### config.mk
export PLATFORM = sky130hd
export DESIGN_NAME = spi_slave_regbank
export DESIGN_NICKNAME = d
export VERILOG_FILES = /design/src/rtl/spi_regbank_pkg.sv /design/src/rtl/spi_sync_edge.sv /design/src/rtl/spi_slave_regbank.sv
export SDC_FILE = /design/constraint.sdc
export NUM_CORES = 1
export LEC_CHECK = 0
export CORE_ASPECT_RATIO = 1.75
export CORE_MARGIN = 2
export CORE_UTILIZATION = 30
export CTS_BUF_LIST = sky130_fd_sc_hd__clkbuf_16
export DETAILED_ROUTE_END_ITERATION = 6
export PLACE_DENSITY_LB_ADDON = 0.12
export SKIP_LAST_GASP = 1
export SLEW_MARGIN = 20
export SYNTH_ARGS = -nofsm -noshare
export SYNTH_HDL_FRONTEND = slang
export SYNTH_SLANG_ARGS = --single-unit
### constraint.sdc
create_clock -name clk -period 2 [get_ports clk]
set_input_delay 0.4 -clock clk [delete_from_list [all_inputs] [get_ports clk]]
set_output_delay 0.4 -clock clk [all_outputs]
set_load 0.02 [all_outputs]
### src/rtl/spi_regbank_pkg.sv
// Shared types and helpers for the SPI slave register bank: FSM state encoding,
// command-word field positions and sclk edge selection.
package spi_regbank_pkg;

  typedef enum logic [1:0] {
    IDLE  = 2'd0,
    CMD   = 2'd1,
    WRITE = 2'd2,
    READ  = 2'd3
  } spi_state_e;

  // Read/not-write flag sits in the MSB of the command word.
  function automatic int cmd_rw_bit(input int data_w);
    return data_w - 1;
  endfunction

  // 1 when data is sampled on the falling sclk edge (CPOL^CPHA == 1).
  function automatic logic edge_sel(input int cpol, input int cpha);
    return logic'((cpol % 2) != (cpha % 2));
  endfunction

endpackage

### src/rtl/spi_sync_edge.sv
// Multi-flop synchroniser for one asynchronous input, with single-cycle rise/fall
// pulses derived from the synchronised level.
module spi_sync_edge #(
  parameter int   SYNC_STAGES = 2,
  parameter logic RST_VAL     = 1'b0
) (
  input  logic clk,
  input  logic rst_n,
  input  logic din,
  output logic level,
  output logic rise,
  output logic fall
);

  logic [SYNC_STAGES-1:0] sync_p;
  logic                   prev_p;

  always_ff @(posedge clk or negedge rst_n) begin
    if (!rst_n) begin
      sync_p <= {SYNC_STAGES{RST_VAL}};
      prev_p <= RST_VAL;
    end else begin
      sync_p <= {sync_p[SYNC_STAGES-2:0], din};
      prev_p <= sync_p[SYNC_STAGES-1];
    end
  end

  assign level = sync_p[SYNC_STAGES-1];
  assign rise  = level & ~prev_p;
  assign fall  = ~level & prev_p;

endmodule

### src/rtl/spi_slave_regbank.sv
// SPI slave (any CPOL/CPHA, DATA_W-bit words) with a command/address phase and an
// auto-incrementing register bank. Define SPI_READBACK_EN to enable register reads.
module spi_slave_regbank
  import spi_regbank_pkg::*;
#(
  parameter int DATA_W      = 8,
  parameter int NUM_REGS    = 4,
  parameter int CPOL        = 0,
  parameter int CPHA        = 0,
  parameter int SYNC_STAGES = 2
) (
  input  logic                       clk,
  input  logic                       rst_n,
  input  logic                       sclk,
  input  logic                       mosi,
  input  logic                       ce0,
  output logic                       miso,
  output logic                       ssig,
  output logic [DATA_W-1:0]          rx_word,
  output logic                       rx_valid,
  output logic [NUM_REGS-1:0]        wr_strobe,
  output logic [NUM_REGS*DATA_W-1:0] reg_out
);

  localparam int   ADDR_W      = (NUM_REGS > 1) ? $clog2(NUM_REGS) : 1;
  localparam int   CNT_W       = $clog2(DATA_W);
  localparam logic SAMPLE_FALL = edge_sel(CPOL, CPHA);
  localparam logic CPHA_HOLD   = logic'(CPHA != 0);

  logic sclk_lvl_unused, sclk_rise, sclk_fall;
  logic ce_lvl, ce_rise_unused, ce_fall;
  logic mosi_lvl, mosi_rise_unused, mosi_fall_unused;

  spi_sync_edge #(.SYNC_STAGES(SYNC_STAGES), .RST_VAL(1'(CPOL))) u_sync_sclk (
    .clk(clk), .rst_n(rst_n), .din(sclk),
    .level(sclk_lvl_unused), .rise(sclk_rise), .fall(sclk_fall)
  );

  spi_sync_edge #(.SYNC_STAGES(SYNC_STAGES), .RST_VAL(1'b1)) u_sync_ce (
    .clk(clk), .rst_n(rst_n), .din(ce0),
    .level(ce_lvl), .rise(ce_rise_unused), .fall(ce_fall)
  );

  spi_sync_edge #(.SYNC_STAGES(SYNC_STAGES), .RST_VAL(1'b0)) u_sync_mosi (
    .clk(clk), .rst_n(rst_n), .din(mosi),
    .level(mosi_lvl), .rise(mosi_rise_unused), .fall(mosi_fall_unused)
  );

  spi_state_e         state_q, state_d;
  logic [CNT_W-1:0]   bit_cnt_q;
  logic [DATA_W-2:0]  rx_sh_q;
  logic [DATA_W-1:0]  rx_next;
  logic [DATA_W-1:0]  tx_sh_q;
  logic               hold_q;
  logic [ADDR_W-1:0]  addr_q, addr_d, cmd_addr;
  logic [DATA_W-1:0]  reg_q [NUM_REGS];

  logic               frame_on, sample_pulse, shift_pulse, word_done, rd_cmd;
  logic               tx_load, tx_hold_d, wr_en;
  logic [DATA_W-1:0]  tx_load_val, frame_start_val;

  function automatic logic [ADDR_W-1:0] addr_inc(input logic [ADDR_W-1:0] a);
    return (a == ADDR_W'(NUM_REGS - 1)) ? '0 : a + 1'b1;
  endfunction

  // Out-of-range start addresses (non power-of-two bank) fold back into the bank.
  function automatic logic [ADDR_W-1:0] addr_fold(input logic [ADDR_W-1:0] a);
    if ({1'b0, a} >= (ADDR_W+1)'(NUM_REGS)) return a - ADDR_W'(NUM_REGS);
    return a;
  endfunction

  // sclk edges only count inside an active frame; a ce0 rise kills them immediately.
  assign frame_on     = (state_q != IDLE) && !ce_lvl;
  assign sample_pulse = frame_on && (SAMPLE_FALL ? sclk_fall : sclk_rise);
  assign shift_pulse  = frame_on && (SAMPLE_FALL ? sclk_rise : sclk_fall);
  assign word_done    = sample_pulse && (bit_cnt_q == CNT_W'(DATA_W - 1));
  assign rx_next      = {rx_sh_q, mosi_lvl};
  assign cmd_addr     = addr_fold(rx_next[ADDR_W-1:0]);

`ifdef SPI_READBACK_EN
  localparam int RW_BIT = cmd_rw_bit(DATA_W);
  assign rd_cmd          = rx_next[RW_BIT];
  assign frame_start_val = DATA_W'(NUM_REGS);
`else
  assign rd_cmd          = 1'b0;
  assign frame_start_val = rx_word;
`endif

  always_ff @(posedge clk or negedge rst_n) begin
    if (!rst_n) state_q <= IDLE;
    else        state_q <= state_d;
  end

  always_comb begin
    state_d     = state_q;
    addr_d      = addr_q;
    tx_load     = 1'b0;
    tx_load_val = rx_next;
    tx_hold_d   = 1'b1;
    wr_en       = 1'b0;
    unique case (state_q)
      IDLE: begin
        if (ce_fall) begin
          state_d     = CMD;
          tx_load     = 1'b1;
          tx_load_val = frame_start_val;
          tx_hold_d   = CPHA_HOLD;
        end
      end
      CMD: begin
        if (word_done) begin
          tx_load = 1'b1;
          if (rd_cmd) begin
            state_d     = READ;
            tx_load_val = reg_q[cmd_addr];
            addr_d      = addr_inc(cmd_addr);
          end else begin
            state_d = WRITE;
            addr_d  = cmd_addr;
          end
        end
      end
      WRITE: begin
        if (word_done) begin
          tx_load = 1'b1;
          wr_en   = 1'b1;
          addr_d  = addr_inc(addr_q);
        end
      end
      READ: begin
        if (word_done) begin
          tx_load     = 1'b1;
          tx_load_val = reg_q[addr_q];
          addr_d      = addr_inc(addr_q);
        end
      end
      default: state_d = IDLE;
    endcase
    if (ce_lvl) state_d = IDLE;
  end

  // Receive path: bit counter, shifter, completed-word register and register bank.
  always_ff @(posedge clk or negedge rst_n) begin
    if (!rst_n) begin
      bit_cnt_q <= '0;
      rx_sh_q   <= '0;
      rx_word   <= '0;
      rx_valid  <= 1'b0;
      wr_strobe <= '0;
      addr_q    <= '0;
      for (int i = 0; i < NUM_REGS; i++) reg_q[i] <= '0;
    end else begin
      rx_valid  <= word_done;
      wr_strobe <= '0;
      addr_q    <= addr_d;
      if (!frame_on) begin
        bit_cnt_q <= '0;
        rx_sh_q   <= '0;
      end else if (sample_pulse) begin
        bit_cnt_q <= word_done ? '0 : bit_cnt_q + 1'b1;
        rx_sh_q   <= rx_next[DATA_W-2:0];
      end
      if (word_done) rx_word <= rx_next;
      if (wr_en) begin
        reg_q[addr_q]     <= rx_next;
        wr_strobe[addr_q] <= 1'b1;
      end
    end
  end

  // Transmit path: after every load the next shift edge only presents the MSB.
  always_ff @(posedge clk or negedge rst_n) begin
    if (!rst_n) begin
      tx_sh_q <= '0;
      hold_q  <= 1'b0;
    end else if (tx_load) begin
      tx_sh_q <= tx_load_val;
      hold_q  <= tx_hold_d;
    end else if (shift_pulse) begin
      if (hold_q) hold_q  <= 1'b0;
      else        tx_sh_q <= {tx_sh_q[DATA_W-2:0], 1'b0};
    end
  end

  assign miso = (state_q != IDLE) & tx_sh_q[DATA_W-1];
  assign ssig = ~ce_lvl;

  for (genvar g = 0; g < NUM_REGS; g++) begin : g_reg_out
    assign reg_out[g*DATA_W +: DATA_W] = reg_q[g];
  end

endmodule

Word-level counts from Yosys, hierarchy flattened --
Index checks and enable logic that the tools add are counted.
Storage, ports and cells: register bits after elaboration 76, bits of input ports 5, output and inout port bits 47, word-level logic and storage cells 96
Operators by class: $add $sub $neg 2, order comparisons 4, equality and inequality tests 11, muxes and demuxes 36, bitwise operators 8, reductions and logical operators 17
Operator list (count):
- $mux W8 | 8
- $bwmux W32 | 1
- $bmux W8 S2 | 1
- $demux W8 S2 | 1
- $pmux W8 S2 | 1
- $mux W7 | 2
- $mux W2 | 6
- $mux W3 | 3
- $mux W1 | 8
- $pmux W2 S2 | 2
- $eq A2 B2 Y1 const B | 3
- $logic_and A1 B1 Y1 | 6
- $ne A2 B1 Y1 const B | 3
- $ne A3 B2 Y1 const B | 2
- $reduce_and A3 Y1 | 2
- $reduce_bool A2 Y1 | 3
- $and A1 B1 Y1 | 4
- $mux W4 | 1
- $add A3 B1 Y3 const B | 1
- $eq A3 B3 Y1 const B | 1
- $ge A3 B3 Y1 const B | 1
- $lt A2 B3 Y1 const B | 1
- $lt A3 B1 Y1 const B | 1
- $not A1 Y1 | 3
- other kinds (13) | 13

Logic depth before layout (Yosys ltp) --
Gate-level depths: netlist of run 1.
depth in word-level cells 8, gate-level depth with buffers 8, gate-level depth less buffers 7

Hierarchy --
Synthesis of run 1 repeated with hierarchy kept, for this count alone.
Unflattened totals: cells, all modules 293, area total of the unflattened synthesis 3544.6 um^2
By module, submodules not included:
- spi_slave_regbank | times used 1, cells an instance 278, area each 3270.6 um^2, seq. area each 1701.6 um^2
- spi_sync_edge at u_sync_mosi ... | times used 2, cells an instance 5, area each 90.1 um^2, seq. area each 75.1 um^2
- spi_sync_edge at u_sync_ce | times used 1, cells an instance 5, area each 93.8 um^2, seq. area each 78.8 um^2

Worst setup path before layout of run 1 --
OpenSTA, ideal clock, no wires.
path type register -> register, start point register state_q[0], end point register reg_q (netlist bit reg_out[17]), data arrival time 1.807 ns, data required time 1.872 ns, setup slack 0.066 ns, cell stages (with the launch flop) 8, cells stage by stage dfrtp_1 > inv_1 > ha_1 > nor4b_4 > nand2_1 > inv_2 > nand3_4 > mux2_1
On the way: cells in the longest elaborated chain, start to end 6, elaborated cells between the ends (all ways) 7, classes of those cells eq/ne (1); mux (2); reduce/logical (4)
RTL lines:
- start, declared | line spi_slave_regbank.sv:49 | spi_state_e state_q, state_d;
- start signal, assigned | line spi_slave_regbank.sv:91 | else state_q <= state_d;
- $reduce_bool A2 Y1 | line spi_slave_regbank.sv:73 | assign frame_on = (state_q != IDLE) && !ce_lvl;
- $logic_and A1 B1 Y1 | line spi_slave_regbank.sv:73
- $logic_and A1 B1 Y1 | line spi_slave_regbank.sv:74 | assign sample_pulse = frame_on && (SAMPLE_FALL ? sclk_fall : sclk_rise);
- $logic_and A1 B1 Y1 | line spi_slave_regbank.sv:76 | assign word_done = sample_pulse && (bit_cnt_q == CNT_W'(DATA_W - 1));
- $mux W1 | line spi_slave_regbank.sv:124 | if (word_done) begin
- $mux W1 * | line spi_slave_regbank.sv:101 | unique case (state_q)
- end signal, assigned by index | line spi_slave_regbank.sv:165 | reg_q[addr_q] <= rx_next;
- end, declared | line spi_slave_regbank.sv:56 | logic [DATA_W-1:0] reg_q [NUM_REGS];
Every way passes the cells marked *; elsewhere a longest branch is shown, timed or not. A chain may end at the register's enable or synchronous reset.

Worst setup path in the final report of run 1 --
start point register u_sync_ce.sync_p[1], end point output port ssig
On the way: cells in the longest elaborated chain, start to end 1
RTL lines:
- start, declared | line spi_sync_edge.sv:15 | logic [SYNC_STAGES-1:0] sync_p;
- start signal, assigned | line spi_sync_edge.sv:20 | sync_p <= {SYNC_STAGES{RST_VAL}};
- start signal, assigned | line spi_sync_edge.sv:23 | sync_p <= {sync_p[SYNC_STAGES-2:0], din};
- $not A1 Y1 | line spi_slave_regbank.sv:186 | assign ssig = ~ce_lvl;
- end, declared | line spi_slave_regbank.sv:18 | output logic ssig,
Every way passes these cells.

==> summary.md, run 1 <==
| Metric | Value |
|---|---|
| RSZ-0062 raised after global routing | `true` |
| Fin util | `0.415` |
| Vias | `2429` |
| Ys async rst share | `1.00` |
| Global Route Usage Sum | `0.151` |
| Remaining antenna violation count | `0` |
| Hold_ws | `0.0134 ns` |
| First-pass GRT wire length | `14.9 mm` |
| WP data required | `1.60 ns` |
| Reg clk slew, reported paths | `0.06 ns` |
| Max-slew violations | `0` |
| Synth Cell Area | `3550 um2` |
| Max stage delay cell, worst path | `dfstp_2` |
| Final net count | `365` |
| Buf/Inv on CP | `2` |
| Synthesized Nets | `288` |
| CTS tree | `done` |
| Die width | `86.2 um` |
| Worst vdd rail ir drop | `0.418 mV` |
| # setup viols final | `0` |
| Core area | `11600 um2` |
| # DRC | `0` |
| Leak | `2.24 nW` |
| #FFs+latches synth | `76` |
| Min Tclk post-route | `1.93 ns` |
| Achievable frequency | `519 MHz` |
| Routed WL | `9.12 mm` |
| Initial Util | `0.306` |
| Initial antenna violation count | `0` |
| Critical path type | `flop to primary output` |
| Number of synthesized flops with an enable pin | `0` |
| Synth Flop Type | `dfrtp_1` |
| Clock tree buffer depth | `2` |
| Sequential element share of the synthesized area | `0.537` |
| Wirelength per Cell | `18.6 um` |
| Worst Path Max Fanout | `6` |
| CP top delay family | `flip-flops` |
| Slew margin rel. | `0.713` |
| IO Port Bufs | `51` |
| Largest net degree at the start of global routing | `31` |
| Avg Inst Size Synth | `13.0 um2` |
| Hold Fails Final Rpt | `0` |
| Via/cell ratio | `4.97` |
| Clock Latency Late Sink | `0.33 ns` |
| Row count | `52` |
| Clock Tree Root | `clkbuf_16` |
| H-Tree Depth | `3` |
| Sink Count | `76` |
| Initial drt markers | `111` |
| Setup TNS | `0 ns` |
| Max stage delay on crit path | `0.62 ns` |
| Syn-to-layout area delta | `35.4%` |
| Power Density | `799 nW/um2` |
| Status | `complete, no violations` |
| Hold Path Class | `input port to async pin` |
| Critical-path cell list | `inv_1 -> clkdlybuf4s50_1` |
| YS warnings | `0` |
| Gate Count Post-Synth | `272` |
| CP Launch Type | `flop` |
| Die Y | `148 um` |
| Vias in the first global route | `2771` |
| Max Cap Viol | `0` |
| CP endpoint kind | `primary output` |
| CTS buffer count | `9` |
| Least-Margin Pin Slew | `0.431 ns` |
| First drt pass iteration count | `4` |
| Die Footprint | `12700 um2` |
| Final HPWL DP | `6.50 mm` |
| Diode count | `0` |
| Grt total ovfl | `0` |
| Share of cells above drive strength 1 | `0.314` |
| Clock Skew | `0.00592 ns` |
| Final worst-path cycle share | `0.963` |
| Top-level port count | `52` |
| Distinct cell type count after synthesis | `31` |
| Worst Path Arrival | `1.53 ns` |
| # hold bufs at CTS | `0` |
| Gpl congestion | `0.744` |
through the flow:
step	area (um2)	std cells	worst slack, ns	power, mW
6_report	4800	489	0.0740	3.84
5_1_grt	4800	489	-0.00223	4.01
4_1_cts	4740	485	0.00182	3.87
3_5_place_dp	4410	468	-0.135	2.14
3_3_place_gp	4410	468	-0.0321	2.13
2_1_floorplan	3550	272	0.0658	1.92
timing repair:
action | in CTS | in global routing
setup buffers | 1 | 3
resized for setup | 6 | 7
gates cloned | 0 | 1
pin swaps | 1 | 5
endpoints found under the setup margin | 15 | 43
cells in the mapped netlist, types with 2 or more instances:
library cell,number,share of area
nor2_1,2,0.0021
a21oi_1,5,0.0071
ha_1,11,0.039
mux2_1,6,0.019
nand3_4,4,0.020
mux2_2,35,0.11
dfstp_2,3,0.022
a22o_1,9,0.022
o21ai_0,10,0.014
mux2i_1,10,0.028
nor2b_1,12,0.021
a22oi_1,7,0.015
mux4_2,8,0.051
buf_2,5,0.0071
clkbuf_1,12,0.013
nor3_1,2,0.0028
nand2_1,29,0.031
inv_1,10,0.011
a32oi_1,2,0.0049
a221oi_1,7,0.017
dfrtp_1,73,0.51
metal layers:
metal | track usage | routed length [um] | vias up
met1 | 0.186 | 3710 | 1242
met4 | 0.0578 | 190 | 0
li1 | - | - | 1134
met3 | 0.0285 | 218 | 11
met5 | 0 | 0 | -
met2 | 0.259 | 5000 | 42
layout make-up:
| cell class | count | area, um2 |
|---|---|---|
| sequential | 76 | 1910 |
| clock inverter | 7 | 90.1 |
| timing repair buffer | 83 | 806 |
| clock buffer | 9 | 225 |
| tap | 135 | 169 |
| fill | 1127 | 6780 |
| multi-input combinational | 168 | 1570 |
| inverter | 11 | 43.8 |
sequential cells by signal, indices dropped and copies added (netlist names), 2 cells and up:
signal and count:
reg_out 32, rx_word 8, tx_sh_q 8, rx_sh_q 7, wr_strobe 4, bit_cnt_q 3, addr_q 2, state_q 2
u_sync_ce.sync_p 2, u_sync_mosi.sync_p 2, u_sync_sclk.sync_p 2
where the power goes:
group	total [mW]	switching [mW]	internal [mW]
sequential	1.65	0.0445	1.61
clock	1.72	0.632	1.09
combinational	0.471	0.247	0.223
total	3.84	0.923	2.92
cell families (layout without fill, tap and decap cells):
logic type               after synthesis  count (layout)  synth area share
AO/OA/AOI/OAI                         43              43            0.0878
buffers and inverters                 29             110            0.0324
adder cells (fa/ha/maj)               11              11            0.0388
AND/OR/NAND/NOR                       54              55            0.0945
multiplexers                          59              59             0.209
flip-flops                            76              76             0.537
worst paths after layout:
| path | startpoint | endpoint | slack (ns) | depth (start not counted) |
|---|---|---|---|---|
| setup / recovery | u_sync_ce.sync_p[1] | ssig | 0.07 | 2 |
| hold / removal | rst_n | wr_strobe[3] | 0.01 | 1 |
| setup reg to reg | state_q[0] | tx_sh_q[1] | 0.09 | 6 |
| hold reg to reg | u_sync_mosi.sync_p[0] | u_sync_mosi.sync_p[1] | 0.35 | 0 |
| max in group asynchronous | rst_n | rx_sh_q[1] | 1.42 | 2 |
| min in group clk | u_sync_mosi.sync_p[0] | u_sync_mosi.sync_p[1] | 0.35 | 0 |
layout by cell type, fill, tap and decap left out, types with 4 or more instances in the layout:
master / n
a21oi_1: 5
a221oi_1: 5
a22o_1: 9
a22oi_1: 7
buf_12: 5
buf_4: 28
clkbuf_16: 9
clkdlybuf4s50_1: 49
dfrtp_1: 73
ha_1: 10
inv_1: 8
mux2_1: 6
mux2_2: 35
mux2i_1: 10
mux4_2: 8
nand2_1: 29
nand3_4: 4
nor2b_1: 12
o21ai_0: 10
worst register-to-register path, cell delays in order, from the launching register on:
cell and delay, ns:
dfrtp_1 0.36, inv_2 0.06, ha_4 0.17, or4b_4 0.57
nor2_4 0.28, mux2i_1 0.26, a22oi_1 0.10
(Power assumes the default switching activity.)
==> inputs of run 2 (changes only) <==
--- a/config.mk
+++ b/config.mk
@@ -5,11 +5,13 @@
 export SDC_FILE = /design/constraint.sdc
 export NUM_CORES = 1
 export LEC_CHECK = 0
+export ABC_AREA = 1
 export CORE_ASPECT_RATIO = 1.75
 export CORE_MARGIN = 2
 export CORE_UTILIZATION = 30
 export CTS_BUF_LIST = sky130_fd_sc_hd__clkbuf_16
 export DETAILED_ROUTE_END_ITERATION = 6
+export HOLD_SLACK_MARGIN = 0.02
 export PLACE_DENSITY_LB_ADDON = 0.12
 export SKIP_LAST_GASP = 1
 export SLEW_MARGIN = 20
==> run 2 against run 1 <==
Compared with the run above:
- synthesized cell count rose by 55%
- clock power fell by 6%
- worst hold slack got worse by 0.00066 ns
- register-to-register slack improved by 0.07 ns
- sequential power barely moved
- synthesized area rose by 0.74%
- critical path type unchanged
- critical endpoint is now miso
- largest cell class unchanged
==> summary.md, run 2 <==
| Metric | Value |
|---|---|
| Distinct cell type count after synthesis | `29 (was 31)` |
| IO Port Bufs | `51 (unchanged)` |
| Post-CTS setup buffer count | `0 (was 1)` |
| Top-level port count | `52 (unchanged)` |
| Routed WL | `10.5 mm (was 9.12 mm)` |
| First-pass GRT wire length | `16.3 mm (was 14.9 mm)` |
| Diode count | `0 (unchanged)` |
| Commonest non-fill, non-tap cell in the layout | `nand2_1 (was dfrtp_1)` |
| Achievable frequency | `528 MHz (was 519 MHz)` |
| Total power | `3.64 mW (was 3.84 mW)` |
| WP data required | `1.60 ns (about the same)` |
| Critical path type | `flop to primary output (unchanged)` |
| Number of synthesized flops with an enable pin | `0 (unchanged)` |
| Synth Flop Type | `dfrtp_1 (unchanged)` |
| Clock Tree Root | `clkbuf_16 (unchanged)` |
| Initial Util | `0.309 (was 0.306)` |
| Least-Margin Pin Slew | `0.730 ns (was 0.431 ns)` |
| Yosys top cell area share | `0.511 (was 0.515)` |
| Die Footprint | `12800 um2 (was 12700 um2)` |
| Vias | `3079 (was 2429)` |
| Gate Count Post-Synth | `422 (was 272)` |
| Setup TNS | `0 ns (unchanged)` |
| Avg Inst Size Synth | `8.47 um2 (was 13.0 um2)` |
| Top post-synthesis cells by count | `nand2_1 (118), dfrtp_1 (73), o21ai_0 (59) (was dfrtp_1 (73), mux2_2 (35), nand2_1 (29))` |
| Final HPWL DP | `7.67 mm (was 6.50 mm)` |
| Sink Count | `76 (unchanged)` |
| Global Route Usage Sum | `0.171 (was 0.151)` |
| Final net count | `499 (was 365)` |
| Wirelength per Cell | `16.9 um (was 18.6 um)` |
| Top cells by area, synth | `dfrtp_1 (51%), nand2_1 (12%), o21ai_0 (8.3%) (was dfrtp_1 (51%), mux2_2 (11%), mux4_2 (5.1%))` |
| Clock Skew | `0.00904 ns (was 0.00592 ns)` |
| Share of cells above drive strength 1 | `0.105 (was 0.314)` |
| Clock Latency Late Sink | `0.34 ns (was 0.33 ns)` |
| # setup viols final | `0 (unchanged)` |
| Worst Path Max Fanout | `3 (was 6)` |
| Min Tclk post-route | `1.89 ns (was 1.93 ns)` |
| Max FFs per register | `32 (unchanged)` |
| Post-DP Area | `4290 um2 (was 4410 um2)` |
| Grt total ovfl | `0 (unchanged)` |
| Clock tree buffer depth | `2 (unchanged)` |
| Worst Path Arrival | `1.49 ns (was 1.53 ns)` |
| CTS tree | `done (unchanged)` |
| Initial antenna violation count | `0 (unchanged)` |
| Row count | `52 (unchanged)` |
| Synth Cell Area | `3570 um2 (was 3550 um2)` |
| Final WS setup | `0.105 ns (was 0.0740 ns)` |
| Count leader, synth | `nand2_1 (was dfrtp_1)` |
| Cells after DPL | `607 (was 468)` |
| CP Launch Type | `flop (unchanged)` |
| Fill count | `1210 (was 1127)` |
| RSZ-0062 raised after global routing | `false (was true)` |
| Die Y | `148 um (about the same)` |
| Fin cells | `623 (was 489)` |
| CP endpoint kind | `primary output (unchanged)` |
| Power Density | `792 nW/um2 (was 799 nW/um2)` |
| Final worst-path cycle share | `0.947 (was 0.963)` |
| CTS buffer count | `9 (unchanged)` |
| Hold Path Class | `input port to async pin (unchanged)` |
| Synthesized Nets | `438 (was 288)` |
| Max Cap Viol | `0 (unchanged)` |
| YS warnings | `0 (unchanged)` |
| Most frequent cells in the layout | `nand2_1 (116), dfrtp_1 (73), o21ai_0 (59) (was dfrtp_1 (73), clkdlybuf4s50_1 (49), mux2_2 (35))` |
| Remaining antenna violation count | `0 (unchanged)` |
| Via/cell ratio | `4.94 (was 4.97)` |
| Slew margin rel. | `0.510 (was 0.713)` |
| Setup WS pre-CTS | `0.0451 ns (was -0.135 ns)` |
| Status | `complete, no violations (unchanged)` |
| #FFs+latches synth | `76 (unchanged)` |
| Hold Fails Final Rpt | `0 (unchanged)` |
| H-Tree Depth | `3 (unchanged)` |
| Max-slew violations | `0 (unchanged)` |
| Leak | `2.02 nW (was 2.24 nW)` |
| Reg clk slew, reported paths | `0.06 ns (about the same)` |
| Syn-to-layout area delta | `28.5% (was 35.4%)` |
| Die width | `86.5 um (was 86.2 um)` |
| Worst vdd rail ir drop | `0.364 mV (was 0.418 mV)` |
| First drt pass iteration count | `5 (was 4)` |
| # DRC | `0 (unchanged)` |
| Sequential element share of the synthesized area | `0.533 (was 0.537)` |
| Fin util | `0.397 (was 0.415)` |
| Gpl congestion | `0.817 (was 0.744)` |
| Vias in the first global route | `2990 (was 2771)` |
| Hold_ws | `0.0128 ns (was 0.0134 ns)` |
| Largest net degree at the start of global routing | `44 (was 31)` |
| Core area | `11600 um2 (unchanged)` |
| Design Area, Final | `4590 um2 (was 4800 um2)` |
| Ys async rst share | `1.00 (unchanged)` |
| Yosys top cell by area | `dfrtp_1 (unchanged)` |
| Initial drt markers | `110 (was 111)` |
==> run 2: cell types whose count changed after synthesis, sizes merged, moves of 8 or more <==
| cell | before | now |
|---|---|---|
| a22oi | 8 | 0 |
| inv | 11 | 31 |
| clkbuf | 12 | 3 |
| mux4 | 8 | 0 |
| a22o | 9 | 0 |
| o21ai | 10 | 69 |
| nor2 | 3 | 38 |
| mux2i | 10 | 0 |
| nand2 | 29 | 123 |
| nand3 | 4 | 27 |
| mux2 | 41 | 0 |
| a21oi | 5 | 18 |
| nor2b | 12 | 0 |
==> run 2: power by group <==
part / leakage (nW) / internal (mW) / switching, mW / total [mW]
registers: 1.02 / 1.60 / 0.0308 / 1.63
clock network: 0.136 / 0.959 / 0.650 / 1.61
logic: 0.866 / 0.132 / 0.266 / 0.398
==> run 2: worst paths after layout <==
check                                       from               endpoint  slack [ns]  cells after the start
hold reg to reg            u_sync_mosi.sync_p[0]  u_sync_mosi.sync_p[1]        0.34                      0
max in group asynchronous                  rst_n    u_sync_ce.sync_p[1]        1.33                      2
hold / removal                             rst_n            reg_out[27]        0.01                      1
min in group clk           u_sync_mosi.sync_p[0]  u_sync_mosi.sync_p[1]        0.34                      0
setup reg to reg                      state_q[0]             tx_sh_q[5]        0.16                      8
setup / recovery                      state_q[0]                   miso        0.11                      4
==> run 2: what timing repair did <==
item / CTS / global route
endpoints found under the setup margin: 2 / 41
hold buffers: 0 / 0
cloned: 0 / 0
endpoints found under the hold margin: 0 / 0
gates resized for setup: 2 / 4
==> run 2: per-layer routing <==
| layer | part of all wire | GRT usage |
|---|---|---|
| met5 | 0 | 0 |
| met4 | 0.032 | 0.0805 |
| met3 | 0.033 | 0.0311 |
| met2 | 0.56 | 0.320 |
| met1 | 0.38 | 0.180 |
==> run 2: cell families (layout without fill, tap and decap cells) <==
family,Yosys count,in the layout,share of synthesized area
and+or+nand+nor,189,189,0.218
adders and majority gates,11,11,0.0385
AOI/OAI and AO/OA,98,98,0.149
buffers and inverters,48,114,0.0609
DFF,76,76,0.533
==> run 2: cell type report <==
class,instances,area [um2],share of cell area
timing repair buffer,64,628,0.137
clock inverter,7,68.8,0.0150
inverter,34,130,0.0283
multi-input combinational,298,1470,0.319
clock buffer,9,225,0.0490
tap,135,169,0.0368
sequential,76,1910,0.415
==> run 2: critical path, cell delays in order (launching register included) <==
cell and delay (ns):
dfrtp_1 0.37, inv_1 0.06, ha_1 0.24, nor2_1 0.14, dlygate4sd2_1 0.35
==> inputs of run 3 (changes only) <==
--- a/config.mk
+++ b/config.mk
@@ -11,10 +11,10 @@
 export CORE_UTILIZATION = 30
 export CTS_BUF_LIST = sky130_fd_sc_hd__clkbuf_16
 export DETAILED_ROUTE_END_ITERATION = 6
+export GPL_TIMING_DRIVEN = 0
 export HOLD_SLACK_MARGIN = 0.02
 export PLACE_DENSITY_LB_ADDON = 0.12
 export SKIP_LAST_GASP = 1
-export SLEW_MARGIN = 20
 export SYNTH_ARGS = -nofsm -noshare
 export SYNTH_HDL_FRONTEND = slang
 export SYNTH_SLANG_ARGS = --single-unit
==> constraint.sdc (replaced) <==
create_clock -name clk -period 2 [get_ports clk]
set_input_delay 0.3 -clock clk [delete_from_list [all_inputs] [get_ports clk]]
set_output_delay 0.3 -clock clk [all_outputs]
set_load 0.02 [all_outputs]
==> run 3 against run 2 <==
Compared with the run above:
- sequential power about the same
- fmax is essentially flat
- non-clock buffer count rose by 4
- count of clock-buffer cells in the layout unchanged
- clock skew decreased by 0.0035 ns
- critical path type is now flop to flop
==> summary.md, run 3 (synthesis results as in run 2) <==
| Metric | Value |
|---|---|
| Hold_ws | `0.347 ns (was 0.0128 ns)` |
| Core area | `11600 um2 (unchanged)` |
| Vias in the first global route | `3116 (was 2990)` |
| Share of cells above drive strength 1 | `0.114 (was 0.105)` |
| Hold Path Class | `flop to flop (was input port to async pin)` |
| Cells after DPL | `609 (was 607)` |
| Total power | `3.50 mW (was 3.64 mW)` |
| Hold Fails Final Rpt | `0 (unchanged)` |
| Die Y | `148 um (unchanged)` |
| Final WS setup | `0.107 ns (was 0.105 ns)` |
| First-pass GRT wire length | `16.8 mm (was 16.3 mm)` |
| Die Footprint | `12800 um2 (unchanged)` |
| Commonest non-fill, non-tap cell in the layout | `nand2_1 (unchanged)` |
| Max FFs per register | `32 (unchanged)` |
| Final worst-path cycle share | `0.946 (was 0.947)` |
| Reg clk slew, reported paths | `0.06 ns (about the same)` |
| Grt total ovfl | `0 (unchanged)` |
| Status | `complete, no violations (unchanged)` |
| Vias | `3039 (was 3079)` |
| CTS tree | `done (unchanged)` |
| Clock Latency Late Sink | `0.34 ns (about the same)` |
| H-Tree Depth | `3 (unchanged)` |
| IO Port Bufs | `51 (unchanged)` |
| Achievable frequency | `528 MHz (about the same)` |
| Fin cells | `627 (was 623)` |
| Row count | `52 (unchanged)` |
| CP endpoint | `tx_sh_q[7] (was miso)` |
| WP data required | `2.26 ns (was 1.60 ns)` |
| Setup WS pre-CTS | `-0.251 ns (was 0.0451 ns)` |
| CTS buffer count | `9 (unchanged)` |
| Initial Util | `0.309 (unchanged)` |
| Initial antenna violation count | `0 (unchanged)` |
| Clock Skew | `0.00557 ns (was 0.00904 ns)` |
| # setup viols final | `0 (unchanged)` |
| Most frequent cells in the layout | `nand2_1 (118), dfrtp_1 (73), o21ai_0 (59) (was nand2_1 (116), dfrtp_1 (73), o21ai_0 (59))` |
| RSZ-0062 raised after global routing | `false (unchanged)` |
| Max Cap Viol | `0 (unchanged)` |
| Max-slew violations | `0 (unchanged)` |
| Least-Margin Pin Slew | `0.746 ns (was 0.730 ns)` |
| Final HPWL DP | `7.76 mm (was 7.67 mm)` |
| Post-DP Area | `4280 um2 (was 4290 um2)` |
| Largest net degree at the start of global routing | `45 (was 44)` |
| Diode count | `0 (unchanged)` |
| Syn-to-layout area delta | `28.7% (was 28.5%)` |
| Routed WL | `10.6 mm (was 10.5 mm)` |
| Remaining antenna violation count | `0 (unchanged)` |
| Critical path type | `flop to flop (was flop to primary output)` |
| Clock Tree Root | `clkbuf_16 (unchanged)` |
| Worst Path Max Fanout | `10 (was 3)` |
| Initial drt markers | `133 (was 110)` |
| Slew margin rel. | `0.500 (was 0.510)` |
| R2R depth | `11 (was 8)` |
| Clock tree buffer depth | `2 (unchanged)` |
| Min Tclk post-route | `1.89 ns (about the same)` |
| Gpl congestion | `0.808 (was 0.817)` |
| CP endpoint kind | `flop (was primary output)` |
| Die width | `86.5 um (unchanged)` |
| Design Area, Final | `4600 um2 (was 4590 um2)` |
| Worst R2R Setup Slack | `0.11 ns (was 0.16 ns)` |
| Worst Path Arrival | `2.16 ns (was 1.49 ns)` |
| Global Route Usage Sum | `0.176 (was 0.171)` |
| Setup TNS | `0 ns (unchanged)` |
| Leak | `2.02 nW (about the same)` |
| Top-level port count | `52 (unchanged)` |
| Worst vdd rail ir drop | `0.398 mV (was 0.364 mV)` |
| First drt pass iteration count | `4 (was 5)` |
| Final net count | `503 (was 499)` |
| CP Launch Type | `flop (unchanged)` |
| Fin util | `0.397 (about the same)` |
| Worst R2R End | `tx_sh_q[7] (was tx_sh_q[5])` |
| Power Density | `762 nW/um2 (was 792 nW/um2)` |
| Via/cell ratio | `4.85 (was 4.94)` |
| Sink Count | `76 (unchanged)` |
| Wirelength per Cell | `17.0 um (was 16.9 um)` |
| Crit. Startpoint | `state_q[1] (was state_q[0])` |
| R2R Path Start | `state_q[1] (was state_q[0])` |
| # DRC | `0 (unchanged)` |
## run 3: where the power goes
part,total [mW],internal (mW),switching (mW)
clock network,1.48,0.830,0.653
registers,1.63,1.60,0.0323
logic,0.388,0.126,0.262
## run 3: area by class of cell
cell class / instances / area [um2]
fill: 1243 / 6980
sequential: 76 / 1910
multi-input combinational: 298 / 1470
timing repair buffer: 54 / 548
clock buffer: 9 / 225
tap: 135 / 169
inverter: 34 / 140
buffer: 14 / 103
clock inverter: 7 / 41.3
## run 3: worst min path at each step
| stage | from | end | slack (ns) | depth (start not counted) |
|---|---|---|---|---|
| detailed placement | rst_n | bit_cnt_q[1] | 0.28 | 1 |
| finish | u_sync_mosi.sync_p[0] | u_sync_mosi.sync_p[1] | 0.35 | 0 |
| floorplan | rst_n | addr_q[0] | 0.004 | 0 |
| CTS | u_sync_mosi.sync_p[0] | u_sync_mosi.sync_p[1] | 0.34 | 0 |
| global placement | u_sync_mosi.sync_p[0] | u_sync_mosi.sync_p[1] | 0.34 | 0 |
| global route | u_sync_mosi.sync_p[0] | u_sync_mosi.sync_p[1] | 0.36 | 0 |
## run 3: repair_timing
action | CTS | global route
pin swaps | 0 | 0
gates resized for setup | 6 | 11
setup buffers | 0 | 1
hold buffers | 1 | 0
setup endpoints to repair | 7 | 27
endpoints found under the hold margin | 29 | 0
## run 3: worst max-delay path: stages, from the launching register on
cell and delay, ns:
dfrtp_1 0.41, inv_2 0.08, ha_4 0.18, nor2_4 0.14
nand3_2 0.15, buf_6 0.19, buf_6 0.15, a21oi_2 0.11
nand2_1 0.06, nand2_1 0.13, nand2_1 0.07, a21oi_1 0.15
## run 3: metal layers
| layer | GRT usage | share of wire | up-vias |
|---|---|---|---|
| met5 | 0 | 0 | - |
| met4 | 0.0852 | 0.030 | 0 |
| met3 | 0.0277 | 0.025 | 18 |
| met2 | 0.330 | 0.56 | 44 |
| met1 | 0.185 | 0.38 | 1462 |
| li1 | - | - | 1515 |
==> RTL edit (settings of run 1) <==
Encoding of `spi_state_e`: now Gray code (2 bits for 4 states).
--- a/src/rtl/spi_regbank_pkg.sv
+++ b/src/rtl/spi_regbank_pkg.sv
@@ -4,8 +4,8 @@
 
   typedef enum logic [1:0] {
-    IDLE  = 2'd0,
-    CMD   = 2'd1,
-    WRITE = 2'd2,
-    READ  = 2'd3
+    IDLE  = 2'b00,
+    CMD   = 2'b01,
+    WRITE = 2'b11,
+    READ  = 2'b10
   } spi_state_e;
 
Check against the original RTL: same outputs for any inputs over 10 cycles, from zero or initial values and one cycle with rst_n low; not proved beyond that.
==> RTL edit against run 1 <==
  * Critical path type unchanged
  * Final area shrank 8.2%
  * Area after synthesis shrank 5.9%
  * Via count shrank 7.0%
  * First-iteration DRC count shrank 9.9%
  * Setup slack lost 0.0048 ns
  * Sequential cell count is the same
  * Utilization shrank 1.3 points
  * Final cell count shrank 6.5%
  * Wire length shrank 4.8%
Power is not compared: it rests on default switching activity, and its combinational part moved more than twofold at a synthesized area within 25%.
==> RTL edit: results (changes against run 1) <==
status=finished clean; Ys Warns=0 (unchanged); Area contributors post-synth=dfrtp_1 55%, mux2_2 13%, mux2i_1 4.8%; Synth top cells by count=73 x dfrtp_1, 38 x mux2_2, 20 x o21ai_0; Antenna Cells=0 (unchanged); clk slew on worst S/H paths=0.06 ns (about the same); Final GP Congestion=0.7519 (+1.1%); Largest register FFs=32 (unchanged); H-tree Lvls=3 (unchanged); Tightest Pin Transition=0.6621 ns (+0.2316 ns); Placed Cells=439 (-6.2%); Buffers on Ports=51 (unchanged); filler cell count=1097 (-2.7%); max cap viols=0 (unchanged); Crit-path slowest cell=dfrtp_1; drt first pass iters=5 (+1); first-pass GRT wire length=13970 um (-6.0%); WP data arrival=1.53 ns (about the same); DP Wirelength=5953 um (-8.5%); clock buffer depth=2 (unchanged); Synth Net Count=265 (-8.0%); initial antenna violation count=0 (unchanged); DR vias/cell=4.943 (-0.49%); share of cells above drive strength 1=25.23% (-6.1 points); CTS Buf Count=9 (unchanged); xor-xnor portion of the synthesized cell area=0% (unchanged); pre-CTS WS=0.1201 ns (+0.2546 ns); 1st-iter DRT viols=100 (-9.9%); syn_area_per_cell=13.14 um^2 (+0.78%); maximum number of pins on one net before global-route repair=42 (+35%); Synth cell types=38 (+23%); routed len/inst=19.00 um (+1.9%); DR vias=2259 (-7.0%); clock latency on the worst-skew pair=0.33 ns (about the same); Synth Area in Adders=2.249% (-1.6 points); Top delay family on crit path=simple AND/OR/NAND/NOR gates; Seq/Total Area, Yosys=57.08% (+3.4 points); mux cell area share after synthesis=18.97% (-2.0 points); ys async rst share=100.0% (unchanged); Peak supply drop=0.0004058 V; vias in the first global route=2492 (-10%); CP Max Fanout=4 (-2); CP peak stage delay=0.37 ns (-0.25 ns); Total Routing Usage GR=15.31% (+0.21 points); Leakage Power=1.988 nW; clock root buffer=clkbuf_16; complex-gate fraction of the synthesized area=12.71% (+3.9 points); nets@finish=331 (-9.3%); Setup Skew=0.007755 ns (+0.001837 ns); Worst Hold Class=reg2reg
## RTL edit: cell types whose count changed after synthesis, sizes merged, moves of 7 or more
cell,change
o211ai,+7
nand2,-18
a2bb2oi,+7
a22oi,-8
mux4,-7
nor2b,-10
clkbuf,-10
o21ai,+10
nand2b,+10
o2bb2ai,+7
## RTL edit: logic make-up after synthesis
family          Yosys count
flops                    76
compound gates           59
simple gates             35
buf+inv                  21
mux                      57
fa+ha+maj                 6
## RTL edit: final cells by class
cell class / count / share of cell area, %
tap: 132 / 3.743
clock inverter: 7 / 2.041
inverter: 11 / 0.9356
clock buffer: 9 / 5.103
multi-input combinational: 157 / 30.51
timing repair buffer: 65 / 14.49
sequential: 76 / 43.18
## RTL edit: layer usage
metal | vias to the layer above | GRT usage [%] | share of wire (%)
met5 | - | 0 | 0
met1 | 1155 | 18.29 | 41
met2 | 40 | 26.86 | 54
met3 | 13 | 2.470 | 2.4
li1 | 1051 | - | -
met4 | 0 | 7.131 | 2.3
## RTL edit: worst paths after layout
check / cells past startpoint / end / start / slack (ns)
setup / recovery: 3 / miso / state_q[1]$_DFFE_PN0P_ / 0.07
hold / removal: 0 / u_sync_mosi.sync_p[1]$_DFF_PN0_ / u_sync_mosi.sync_p[0]$_DFF_PN0_ / 0.35
setup reg to reg: 6 / reg_out[2]$_DFFE_PN0P_ / bit_cnt_q[0]$_DFFE_PN0P_ / 0.16
hold reg to reg: 0 / u_sync_mosi.sync_p[1]$_DFF_PN0_ / u_sync_mosi.sync_p[0]$_DFF_PN0_ / 0.35
max in group asynchronous: 3 / rx_sh_q[3]$_DFFE_PN0P_ / rst_n / 0.97
min in group asynchronous: 2 / u_sync_mosi.sync_p[1]$_DFF_PN0_ / rst_n / 0.47
## RTL edit: repair_timing
action                                  in CTS  in global routing
hold endpoints to repair                    13                  0
gates cloned                                 0                  0
buffers inserted                             1                  0
endpoints found under the setup margin       2                  2
resized for setup                            1                  1
hold buffers                                 1                  0
pin swaps                                    0                  0
## RTL edit: power by group
part | switching, mW | internal, mW
clock | 0.640 | 1.09
combinational | 0.0972 | 0.0692
sequential | 0.0255 | 1.58
total | 0.762 | 2.74
## RTL edit: worst register-to-register path, cell delays in order (launching register included)
cell,delay [ns]
dfrtp_1,0.35
ha_1,0.15
ha_1,0.18
nand3b_2,0.11
nor3_4,0.29
nand2_2,0.26
mux2_1,0.38
## RTL edit: per-stage QoR
stage	hold WS, ns	utilization [%]	instance area [um^2]
after floorplan	0.1044	-	3338
after detailed placement	0.2772	37.12	4074
after CTS	0.3509	40.14	4405
after global routing	0.3588	40.21	4413
after global placement	0.2728	37.12	4074
final	0.3478	40.21	4413
